--- config.mk ---
export PLATFORM = sky130hd
export DESIGN_NAME = mem_arbiter_flat
export DESIGN_NICKNAME = d
export VERILOG_FILES = /design/src/rtl/mem_arbiter_pkg.sv /design/src/rtl/mem_arbiter_if.sv /design/src/rtl/mem_arbiter.sv /design/src/flat_wrapper.sv
export SDC_FILE = /design/constraint.sdc
export NUM_CORES = 1
export LEC_CHECK = 0
export ABC_AREA = 1
export CAP_MARGIN = 20
export CORE_UTILIZATION = 30
export CTS_CLUSTER_DIAMETER = 50
export CTS_CLUSTER_SIZE = 12
export DETAILED_ROUTE_END_ITERATION = 6
export PLACE_DENSITY = 0.61
export SYNTH_ARGS = -nofsm -noshare
export SYNTH_HDL_FRONTEND = slang
export SYNTH_SLANG_ARGS = --single-unit
export TNS_END_PERCENT = 50
--- constraint.sdc ---
create_clock -name clk_50MHz -period 1.3 [get_ports clk_50MHz]
set_input_delay 0.195 -clock clk_50MHz [delete_from_list [all_inputs] [get_ports clk_50MHz]]
set_output_delay 0.195 -clock clk_50MHz [all_outputs]
set_load 0.03 [all_outputs]
--- src/rtl/mem_arbiter_pkg.sv ---
// Shared types and default widths for the SRAM arbiter: FSM state encoding,
// grant encoding and small state-decode helpers used by the strobe logic.
package mem_arbiter_pkg;

  localparam int ADDR_W_DEF      = 16;
  localparam int SRAM_ADDR_W_DEF = 18;
  localparam int DATA_W_DEF      = 16;

  typedef enum logic [2:0] {
    ST_IDLE     = 3'd0,
    ST_RD_WAIT  = 3'd1,
    ST_RD_DONE  = 3'd2,
    ST_WR_SETUP = 3'd3,
    ST_WR_PULSE = 3'd4,
    ST_WR_HOLD  = 3'd5,
    ST_RESP     = 3'd6
  } state_t;

  typedef enum logic {
    GRANT_IF  = 1'b0,
    GRANT_MEM = 1'b1
  } grant_t;

  // True in the states where the SRAM output buffers are enabled
  function automatic logic is_read_state(state_t s);
    return (s == ST_RD_WAIT) || (s == ST_RD_DONE);
  endfunction

  // True in the states where the arbiter drives the SRAM data bus
  function automatic logic is_write_state(state_t s);
    return (s == ST_WR_SETUP) || (s == ST_WR_PULSE) || (s == ST_WR_HOLD);
  endfunction

endpackage

--- src/rtl/mem_arbiter_if.sv ---
// Bundle of the fetch port, data port and SRAM pin-side signals of the
// arbiter. The slave modport is the arbiter's view; master is the view of
// the pipeline stages plus the board SRAM (or a bench standing in for them).
interface mem_arbiter_if
  import mem_arbiter_pkg::*;
#(
  parameter int ADDR_W      = ADDR_W_DEF,
  parameter int SRAM_ADDR_W = SRAM_ADDR_W_DEF,
  parameter int DATA_W      = DATA_W_DEF
);

  // instruction-fetch port (read-only)
  logic                   if_req;
  logic [ADDR_W-1:0]      if_addr;
  logic [DATA_W-1:0]      if_rdata;
  logic                   if_ready;

  // data-memory port
  logic                   mem_req;
  logic                   mem_we;
  logic [ADDR_W-1:0]      mem_addr;
  logic [DATA_W-1:0]      mem_wdata;
  logic [DATA_W-1:0]      mem_rdata;
  logic                   mem_ready;

  logic                   stall_if;

  // SRAM pins (the inout is built above this block from dout/din/doe)
  logic [SRAM_ADDR_W-1:0] sram_addr;
  logic [DATA_W-1:0]      sram_dout;
  logic [DATA_W-1:0]      sram_din;
  logic                   sram_doe;
  logic                   sram_ce_n;
  logic                   sram_oe_n;
  logic                   sram_we_n;

  modport slave (
    input  if_req, if_addr, mem_req, mem_we, mem_addr, mem_wdata, sram_din,
    output if_rdata, if_ready, mem_rdata, mem_ready, stall_if,
    output sram_addr, sram_dout, sram_doe, sram_ce_n, sram_oe_n, sram_we_n
  );

  modport master (
    output if_req, if_addr, mem_req, mem_we, mem_addr, mem_wdata, sram_din,
    input  if_rdata, if_ready, mem_rdata, mem_ready, stall_if,
    input  sram_addr, sram_dout, sram_doe, sram_ce_n, sram_oe_n, sram_we_n
  );

endinterface

--- src/rtl/mem_arbiter.sv ---
// Arbiter for the single async SRAM shared by instruction fetch and data
// memory. Data accesses win ties, except that a data grant is never given
// twice in a row while a fetch is waiting. Each access runs a fixed-length
// strobe sequence; every SRAM strobe, the address/data, ready pulses and
// read data are registered so the pins are glitch-free.
module mem_arbiter
  import mem_arbiter_pkg::*;
#(
  parameter int ADDR_W      = ADDR_W_DEF,
  parameter int SRAM_ADDR_W = SRAM_ADDR_W_DEF,
  parameter int DATA_W      = DATA_W_DEF
) (
  input  logic            clk_50MHz,
  input  logic            rst,
  mem_arbiter_if.slave    bus
);

  state_t            state;
  state_t            next_state;
  grant_t            grant;        // current grant; doubles as last-grant
  grant_t            next_grant;
  logic              accept;
  logic [ADDR_W-1:0] req_addr;

  // Next-state and arbitration decision; new work is only taken in IDLE
  always_comb begin
    next_state = state;
    next_grant = grant;
    accept     = 1'b0;
    req_addr   = bus.mem_addr;
    unique case (state)
      ST_IDLE: begin
        if (bus.if_req && (grant == GRANT_MEM || !bus.mem_req)) begin
          accept     = 1'b1;
          next_grant = GRANT_IF;
          req_addr   = bus.if_addr;
          next_state = ST_RD_WAIT;      // fetches are always reads
        end else if (bus.mem_req) begin
          accept     = 1'b1;
          next_grant = GRANT_MEM;
          req_addr   = bus.mem_addr;
          next_state = bus.mem_we ? ST_WR_SETUP : ST_RD_WAIT;
        end
      end
      ST_RD_WAIT:  next_state = ST_RD_DONE;
      ST_RD_DONE:  next_state = ST_RESP;
      ST_WR_SETUP: next_state = ST_WR_PULSE;
      ST_WR_PULSE: next_state = ST_WR_HOLD;
      ST_WR_HOLD:  next_state = ST_RESP;
      ST_RESP:     next_state = ST_IDLE;  // requests seen here are ignored
      default:     next_state = ST_IDLE;
    endcase
  end

  // State and grant registers; an async reset drops any access in flight
  always_ff @(posedge clk_50MHz or negedge rst) begin
    if (!rst) begin
      state <= ST_IDLE;
      grant <= GRANT_IF;
    end else begin
      state <= next_state;
      grant <= next_grant;
    end
  end

  // Registered pin and handshake outputs, decoded from the upcoming state so
  // the strobes line up exactly with the FSM state they belong to
  always_ff @(posedge clk_50MHz or negedge rst) begin
    if (!rst) begin
      bus.sram_ce_n <= 1'b1;
      bus.sram_oe_n <= 1'b1;
      bus.sram_we_n <= 1'b1;
      bus.sram_doe  <= 1'b0;
      bus.sram_addr <= '0;
      bus.sram_dout <= '0;
      bus.if_ready  <= 1'b0;
      bus.mem_ready <= 1'b0;
      bus.if_rdata  <= '0;
      bus.mem_rdata <= '0;
    end else begin
      bus.sram_ce_n <= !(is_read_state(next_state) || is_write_state(next_state));
      bus.sram_oe_n <= !is_read_state(next_state);
      bus.sram_we_n <= (next_state != ST_WR_PULSE);
      bus.sram_doe  <= is_write_state(next_state);
      bus.if_ready  <= (next_state == ST_RESP) && (grant == GRANT_IF);
      bus.mem_ready <= (next_state == ST_RESP) && (grant == GRANT_MEM);
      // address and write data are latched once and held for the whole access
      if (accept) begin
        bus.sram_addr <= {{(SRAM_ADDR_W-ADDR_W){1'b0}}, req_addr};
        if (next_grant == GRANT_MEM) begin
          bus.sram_dout <= bus.mem_wdata;
        end
      end
      // read data is sampled on the RD_DONE -> RESP edge into the owner's port
      if (state == ST_RD_DONE) begin
        if (grant == GRANT_IF) begin
          bus.if_rdata <= bus.sram_din;
        end else begin
          bus.mem_rdata <= bus.sram_din;
        end
      end
    end
  end

  // Fetch stalls while its request is outstanding
  assign bus.stall_if = bus.if_req & ~bus.if_ready;

endmodule
--- src/flat_wrapper.sv ---
// flat-port wrapper written by rule: the top's interface ports become plain ports
module mem_arbiter_flat import mem_arbiter_pkg::*;
#(
  parameter int ADDR_W      = ADDR_W_DEF,
  parameter int SRAM_ADDR_W = SRAM_ADDR_W_DEF,
  parameter int DATA_W      = DATA_W_DEF
)
  (clk_50MHz, rst, bus_if_req, bus_if_addr, bus_mem_req, bus_mem_we, bus_mem_addr, bus_mem_wdata, bus_sram_din, bus_if_rdata, bus_if_ready, bus_mem_rdata, bus_mem_ready, bus_stall_if, bus_sram_addr, bus_sram_dout, bus_sram_doe, bus_sram_ce_n, bus_sram_oe_n, bus_sram_we_n);
  mem_arbiter_if #(.ADDR_W(ADDR_W), .SRAM_ADDR_W(SRAM_ADDR_W), .DATA_W(DATA_W)) bus_i ();
  input  logic clk_50MHz;
  input  logic rst;
  input wire logic [$bits(bus_i.if_req)-1:0] bus_if_req;
  input wire logic [$bits(bus_i.if_addr)-1:0] bus_if_addr;
  input wire logic [$bits(bus_i.mem_req)-1:0] bus_mem_req;
  input wire logic [$bits(bus_i.mem_we)-1:0] bus_mem_we;
  input wire logic [$bits(bus_i.mem_addr)-1:0] bus_mem_addr;
  input wire logic [$bits(bus_i.mem_wdata)-1:0] bus_mem_wdata;
  input wire logic [$bits(bus_i.sram_din)-1:0] bus_sram_din;
  output wire logic [$bits(bus_i.if_rdata)-1:0] bus_if_rdata;
  output wire logic [$bits(bus_i.if_ready)-1:0] bus_if_ready;
  output wire logic [$bits(bus_i.mem_rdata)-1:0] bus_mem_rdata;
  output wire logic [$bits(bus_i.mem_ready)-1:0] bus_mem_ready;
  output wire logic [$bits(bus_i.stall_if)-1:0] bus_stall_if;
  output wire logic [$bits(bus_i.sram_addr)-1:0] bus_sram_addr;
  output wire logic [$bits(bus_i.sram_dout)-1:0] bus_sram_dout;
  output wire logic [$bits(bus_i.sram_doe)-1:0] bus_sram_doe;
  output wire logic [$bits(bus_i.sram_ce_n)-1:0] bus_sram_ce_n;
  output wire logic [$bits(bus_i.sram_oe_n)-1:0] bus_sram_oe_n;
  output wire logic [$bits(bus_i.sram_we_n)-1:0] bus_sram_we_n;
  assign bus_i.if_req = bus_if_req;
  assign bus_i.if_addr = bus_if_addr;
  assign bus_i.mem_req = bus_mem_req;
  assign bus_i.mem_we = bus_mem_we;
  assign bus_i.mem_addr = bus_mem_addr;
  assign bus_i.mem_wdata = bus_mem_wdata;
  assign bus_i.sram_din = bus_sram_din;
  assign bus_if_rdata = bus_i.if_rdata;
  assign bus_if_ready = bus_i.if_ready;
  assign bus_mem_rdata = bus_i.mem_rdata;
  assign bus_mem_ready = bus_i.mem_ready;
  assign bus_stall_if = bus_i.stall_if;
  assign bus_sram_addr = bus_i.sram_addr;
  assign bus_sram_dout = bus_i.sram_dout;
  assign bus_sram_doe = bus_i.sram_doe;
  assign bus_sram_ce_n = bus_i.sram_ce_n;
  assign bus_sram_oe_n = bus_i.sram_oe_n;
  assign bus_sram_we_n = bus_i.sram_we_n;
  mem_arbiter #(.ADDR_W(ADDR_W), .SRAM_ADDR_W(SRAM_ADDR_W), .DATA_W(DATA_W)) u_core (.clk_50MHz(clk_50MHz), .rst(rst), .bus(bus_i));
endmodule
==> results by group, run 1 <==
Synthesis
  – Mapped cell area: 3140 um2
  – Area leader, netlist: dfrtp_1
  – Mapped Cells: 359
  – Synth area leaders: dfrtp_1 57%, nand2_1 11%, o21ai_1 10%, inv_1 6.2%, o21ai_0 2.7%
  – Yosys warning total: 0
  – Yosys cell types: 24
  – Avg Cell Area, Syn: 8.76 um2
  – Synth top area share: 56.5%
  – Post-synth EDFFs: 0
  – Synth Flop Type: dfrtp_1
  – Yosys reg bits: 74
  – Register area share after synthesis: 59.0%
  – Ys async rst share: 100%

Detailed routing
  – Vias: 2804
  – # DRC: 0
  – Drt via density: 4.27
  – Met2 WL post-DR: 3670 um
  – DR WL/cell: 11.9 um
  – Detailed-route wire length: 7830 um
  – First-pass iteration count of the detailed router: 4
  – Post-route ant nets: 0
  – Top Metal Used: met4
  – Met3 WL: 530 um
  – Drt first-iter violations: 90
  – M1 wire length: 3550 um

Layout
  – Layout fillers: 994
  – Commonest cells after routing, fill and taps aside: 83 x nand2_1, 70 x dfrtp_1, 66 x clkdlybuf4s50_1, 63 x o21ai_1, 52 x inv_1
  – Fin cells: 656
  – Nets@finish: 584
  – Layout area overhead: 54.2%
  – ANT cells: 0
  – Share of cells above drive strength 1: 24.8%
  – Commonest non-fill, non-tap cell in the layout: nand2_1
  – Util after Layout: 47.4%

Critical path
  – Worst r2r path cells: 7
  – Crit path capture type: flop
  – CP required: 1.57 ns
  – R2r endpoint: u_core.bus.sram_addr[12]
  – Startpoint types: flop
  – Worst R2R Start: u_core.state[0]
  – Arr. time, crit path: 1.64 ns
  – CP Launch Point: u_core.state[0]
  – Reg2reg setup slack: -0.07 ns
  – Setup crit end: u_core.bus.sram_addr[12]
  – CP max FO: 18
  – Setup CP Type: reg -> reg

Timing
  – Layout Skew: 0.0100 ns
  – RSZ-0062 raised after global routing: true
  – Worst setup margin: -0.0714 ns
  – Period utilization: 105%
  – Fmax: 0.729 GHz
  – Final min period: 1.37 ns
  – Max-slew violations: 0
  – Final setup viols: 32
  – Hold Fails Final Rpt: 0

Clock network
  – Worst skew pair latency: 0.34 ns
  – Clock buffer depth: 2
  – Num Clock Sinks: 74
  – CTS root buf: clkbuf_8
  – CTS tree: done
  – Htree depth: 3
  – Total CTS buffers: 9
  – Clk slew on worst S/H paths: 0.08 ns

Placement
  – Port buffer count: 139
  – Placed insts: 633
  – Routability Congestion: 0.811
  – DP HPWL: 5590 um

Die
  – I/O pin cnt: 142
  – Die Wd: 104 um
  – Die ar.: 10900 um2
  – # rows: 37
  – Die height: 104 um
  – Core area: 10200 um2
  – Starting Density: 30.7%

GRT
  – Gr ovfl total: 0
  – Vias in the first global route: 2674
  – Largest net degree at the start of global routing: 33
  – Initial antenna violation count: 0
  – Gr usage total: 14.6%
  – Global-route wire length before repair: 12600 um

Pwr
  – VDD IR max: 0.891 mV
  – Leak: 2.49 nW
  – P per Cell Area: 2510 nW/um2
  – Tot Pwr: 0.0122 W

Min path
  – Worst Hold Class: in -> async

Run
  – Max Cap Viol: 0

Run status
  – Violated checks: negative setup slack
  – Status: complete, but fails checks
==> cell families (layout without fill, tap and decap cells) <==
family / Yosys count / count (layout) / synth area share (%)
AOI/OAI and AO/OA: 86 / 86 / 14.1
other: 1 / 2 / 0.119
and+or+nand+nor: 123 / 124 / 16.5
buffers and inverters: 75 / 234 / 10.2
DFF: 74 / 74 / 59.0
==> area by class of cell <==
type / count / area, um2 / area share (%)
Sequential cell: 74 / 1860 / 38.3
Clock buffer: 10 / 128 / 2.63
Multi-Input combinational cell: 212 / 1040 / 21.4
Timing Repair Buffer: 160 / 1400 / 28.8
Tap cell: 136 / 170 / 3.51
Clock inverter: 6 / 35.0 / 0.722
Inverter: 58 / 225 / 4.64
==> power by group <==
group	switching, W	total (W)	internal [W]
combinational	0.00428	0.00657	0.00230
clock	0.000819	0.00150	0.000679
sequential	0.000629	0.00409	0.00346
total	0.00572	0.0122	0.00644
==> cell usage after synthesis, types with 2 or more instances <==
| cell | n |
|---|---|
| nor2_1 | 22 |
| nand3_1 | 6 |
| clkbuf_1 | 2 |
| dfstp_2 | 3 |
| nand2_1 | 90 |
| clkbuf_2 | 2 |
| buf_2 | 7 |
| buf_4 | 5 |
| inv_1 | 52 |
| o21ai_0 | 17 |
| nor2_8 | 2 |
| inv_2 | 5 |
| o21ai_1 | 65 |
| dfrtp_1 | 71 |
==> stage by stage <==
stage          setup TNS, ns  hold slack (ns)  cell area, um2  setup WS [ns]
4_1_cts               -0.436            0.265            4950        -0.0482
5_1_grt                -5.22            0.278            4850         -0.132
3_5_place_dp           -8.87            0.106            4790         -0.301
3_3_place_gp           -7.89            0.108            4790         -0.240
2_1_floorplan              0           -0.101            3150         0.0852
6_report               -1.13            0.274            4850        -0.0714
==> metal layers <==
layer	GRT usage, %	vias to the layer above
met5	0	-
met1	18.9	1260
met3	4.51	10
met4	4.39	0
li1	-	1425
met2	23.4	109
==> critical path, stage by stage (launching register included) <==
cell,delay (ns)
dfrtp_1,0.42
inv_2,0.09
nand2_4,0.07
nor2_8,0.17
inv_8,0.09
nor2_4,0.24
nand2_1,0.09
o21ai_1,0.12
==> how the worst min path moves through the flow <==
| stage | from | end | cells after the start | slack, ns |
|---|---|---|---|---|
| 2_1_floorplan | rst | u_core.bus.if_rdata[0] | 0 | -0.10 |
| 3_3_place_gp | rst | u_core.bus.if_rdata[12] | 1 | 0.11 |
| 3_5_place_dp | rst | u_core.bus.mem_rdata[12] | 1 | 0.11 |
| 4_1_cts | rst | u_core.bus.mem_rdata[12] | 2 | 0.26 |
| 5_1_grt | rst | u_core.bus.if_rdata[14] | 2 | 0.28 |
| 6_report | rst | u_core.bus.mem_rdata[12] | 2 | 0.27 |
==> state kept, by name (all words and copies together), names as in the netlist, 3 cells and up <==
| signal | flops |
|---|---|
| u_core.bus.sram_addr | 16 |
| u_core.state | 3 |
| u_core.bus.sram_dout | 16 |
| u_core.bus.if_rdata | 16 |
| u_core.bus.mem_rdata | 16 |
==> what timing repair did <==
action,in CTS,in global routing
pin swaps,0,6
hold endpoints to repair,19,0
setup endpoints to repair,91,92
cloned,0,2
setup buffers,0,4
hold buffers,1,0
resized for setup,119,87
(Power assumes the default switching activity.)
==> run 2, diff against run 1 <==
Settings changed: PLACE_DENSITY 0.61 to 0.75.
==> run 2 against run 1 <==
  * Total power is 1.7% higher
  * Critical endpoint is now u_core.bus.sram_addr[9]
  * Register-to-register slack worse by 0.05 ns
  * The run still ends with negative setup slack left
  * Sequential cell count stayed put
  * Routed wire length is 3.4% higher
  * Clock-buffer cell count stayed put
  * Non-clock buffer count stayed put
  * Design area is 1.7% higher
  * Setup slack worse by 0.048 ns
  * Global-route usage is 0.38 points higher
==> results by group, run 2 (synthesized netlist as in run 1, its figures left out) <==
Die
  – Core area: 10200 um2 (unchanged)
  – I/O pin cnt: 142 (unchanged)
  – # rows: 37 (unchanged)
  – Starting Density: 30.7% (unchanged)
  – Die Wd: 104 um (unchanged)
  – Die ar.: 10900 um2 (unchanged)
  – Die height: 104 um (unchanged)

GRT
  – Largest net degree at the start of global routing: 41 (+24%)
  – Initial antenna violation count: 0 (unchanged)
  – Gr usage total: 15.0% (+0.38 points)
  – Vias in the first global route: 2949 (+10%)
  – Gr ovfl total: 0 (unchanged)
  – Global-route wire length before repair: 13100 um (+3.7%)

Detailed routing
  – Vias: 2865 (+2.2%)
  – First-pass iteration count of the detailed router: 4 (unchanged)
  – DR WL/cell: 12.4 um (+3.4%)
  – # DRC: 0 (unchanged)
  – Post-route ant nets: 0 (unchanged)
  – Drt first-iter violations: 114 (+27%)
  – Drt via density: 4.37 (+2.2%)
  – Detailed-route wire length: 8100 um (+3.4%)

Pwr
  – VDD IR max: 0.940 mV (+5.6%)
  – P per Cell Area: 2510 nW/um2 (about the same)
  – Leak: 2.51 nW (+0.79%)

Critical path
  – R2r endpoint: u_core.bus.sram_addr[9]
  – Worst r2r path cells: 7 (unchanged)
  – CP max FO: 16 (-2)
  – CP required: 1.52 ns (-0.05 ns)
  – Arr. time, crit path: 1.64 ns (about the same)
  – Crit path capture type: flop
  – Worst R2R Start: u_core.state[1]
  – Setup CP Type: reg -> reg
  – Startpoint types: flop
  – Reg2reg setup slack: -0.12 ns (-0.05 ns)

Layout
  – Layout area overhead: 56.9%
  – Util after Layout: 48.2% (+0.82 points)
  – ANT cells: 0 (unchanged)
  – Share of cells above drive strength 1: 26.2% (+1.3 points)
  – Fin cells: 656 (unchanged)
  – Commonest cells after routing, fill and taps aside: 83 x nand2_1, 71 x dfrtp_1, 66 x clkdlybuf4s50_1, 60 x o21ai_1, 52 x inv_1
  – Commonest non-fill, non-tap cell in the layout: nand2_1
  – Nets@finish: 584 (unchanged)

Clock network
  – Num Clock Sinks: 74 (unchanged)
  – CTS tree: done
  – CTS root buf: clkbuf_8
  – Htree depth: 3 (unchanged)
  – Clk slew on worst S/H paths: 0.08 ns (about the same)
  – Total CTS buffers: 9 (unchanged)
  – Clock buffer depth: 2 (unchanged)
  – Worst skew pair latency: 0.35 ns (about the same)

Timing
  – Fmax: 0.705 GHz (-3.4%)
  – Period utilization: 109% (+3.7 points)
  – Worst setup margin: -0.119 ns (-0.0478 ns)
  – Final min period: 1.42 ns (+0.0478 ns)
  – Layout Skew: 0.0130 ns (+0.00294 ns)
  – Hold Fails Final Rpt: 0 (unchanged)
  – RSZ-0062 raised after global routing: true
  – Final setup viols: 33 (+3.1%)
  – Hold slack: 0.255 ns (-0.0185 ns)
  – Max-slew violations: 0 (unchanged)

Placement
  – Port buffer count: 139 (unchanged)
  – DP Worst Slack: -0.280 ns (+0.0208 ns)
  – DP HPWL: 5710 um (+2.2%)
  – Routability Congestion: 0.748 (-7.7%)
  – Placed insts: 632 (-0.16%)

Run status
  – Status: complete, but fails checks
  – Violated checks: negative setup slack

Min path
  – Worst Hold Class: in -> async

Run
  – Max Cap Viol: 0 (unchanged)
run 2: how the worst max path moves through the flow:
| stage | from | endpoint | slack [ns] | cells after the start |
|---|---|---|---|---|
| floorplan | u_core.state[1] | u_core.bus.sram_addr[10] | 0.09 | 7 |
| global placement | bus_mem_req | u_core.bus.sram_addr[6] | -0.21 | 9 |
| detailed placement | bus_mem_req | u_core.bus.sram_addr[10] | -0.28 | 9 |
| CTS | u_core.state[0] | u_core.bus.sram_addr[10] | -0.08 | 7 |
| global route | u_core.state[0] | u_core.bus.sram_addr[9] | -0.18 | 7 |
| finish | u_core.state[1] | u_core.bus.sram_addr[9] | -0.12 | 7 |
run 2: what timing repair did:
item	4_1_cts	5_1_grt
gates cloned	0	3
pin swaps	2	6
setup endpoints to repair	85	86
resized for setup	137	76
hold endpoints to repair	16	0
setup buffers	0	4
hold buffers	1	0
run 2: layout make-up:
class	instances	area [um2]
fillers	1001	5300
flip-flops and latches	74	1860
repair buffers	160	1460
multi-input cells	212	1050
inverters	58	225
well taps	136	170
clock buffers	10	128
clock inverters	6	43.8
run 2: metal layers:
metal  up-vias  global-route usage [%]  wire, um
li1       1423                       -         -
met4         0                    6.33       127
met5         -                       0         0
met2       122                    25.4      3930
met1      1305                    16.8      3420
met3        15                    5.70       621
run 2: critical path: stages (launching register included):
cell,delay (ns)
dfrtp_1,0.42
inv_2,0.10
nand2_4,0.07
nor2_8,0.19
nand2_4,0.11
clkbuf_16,0.19
nor2_1,0.10
o21ai_1,0.10
run 2: power by group:
group	leakage [nW]	switching, W	internal [W]
logic	1.52	0.00431	0.00238
registers	0.907	0.000647	0.00346
clock network	0.0745	0.000882	0.000692
run 2: per-stage QoR:
stage / setup TNS [ns] / cell area [um2] / total power (W)
after global placement: -6.42 / 4810 / 0.0111
after detailed placement: -7.56 / 4810 / 0.0113
final: -1.77 / 4930 / 0.0124
after global routing: -4.46 / 4930 / 0.0132
after CTS: -0.775 / 5000 / 0.0124
after floorplan: 0 / 3150 / 0.00813
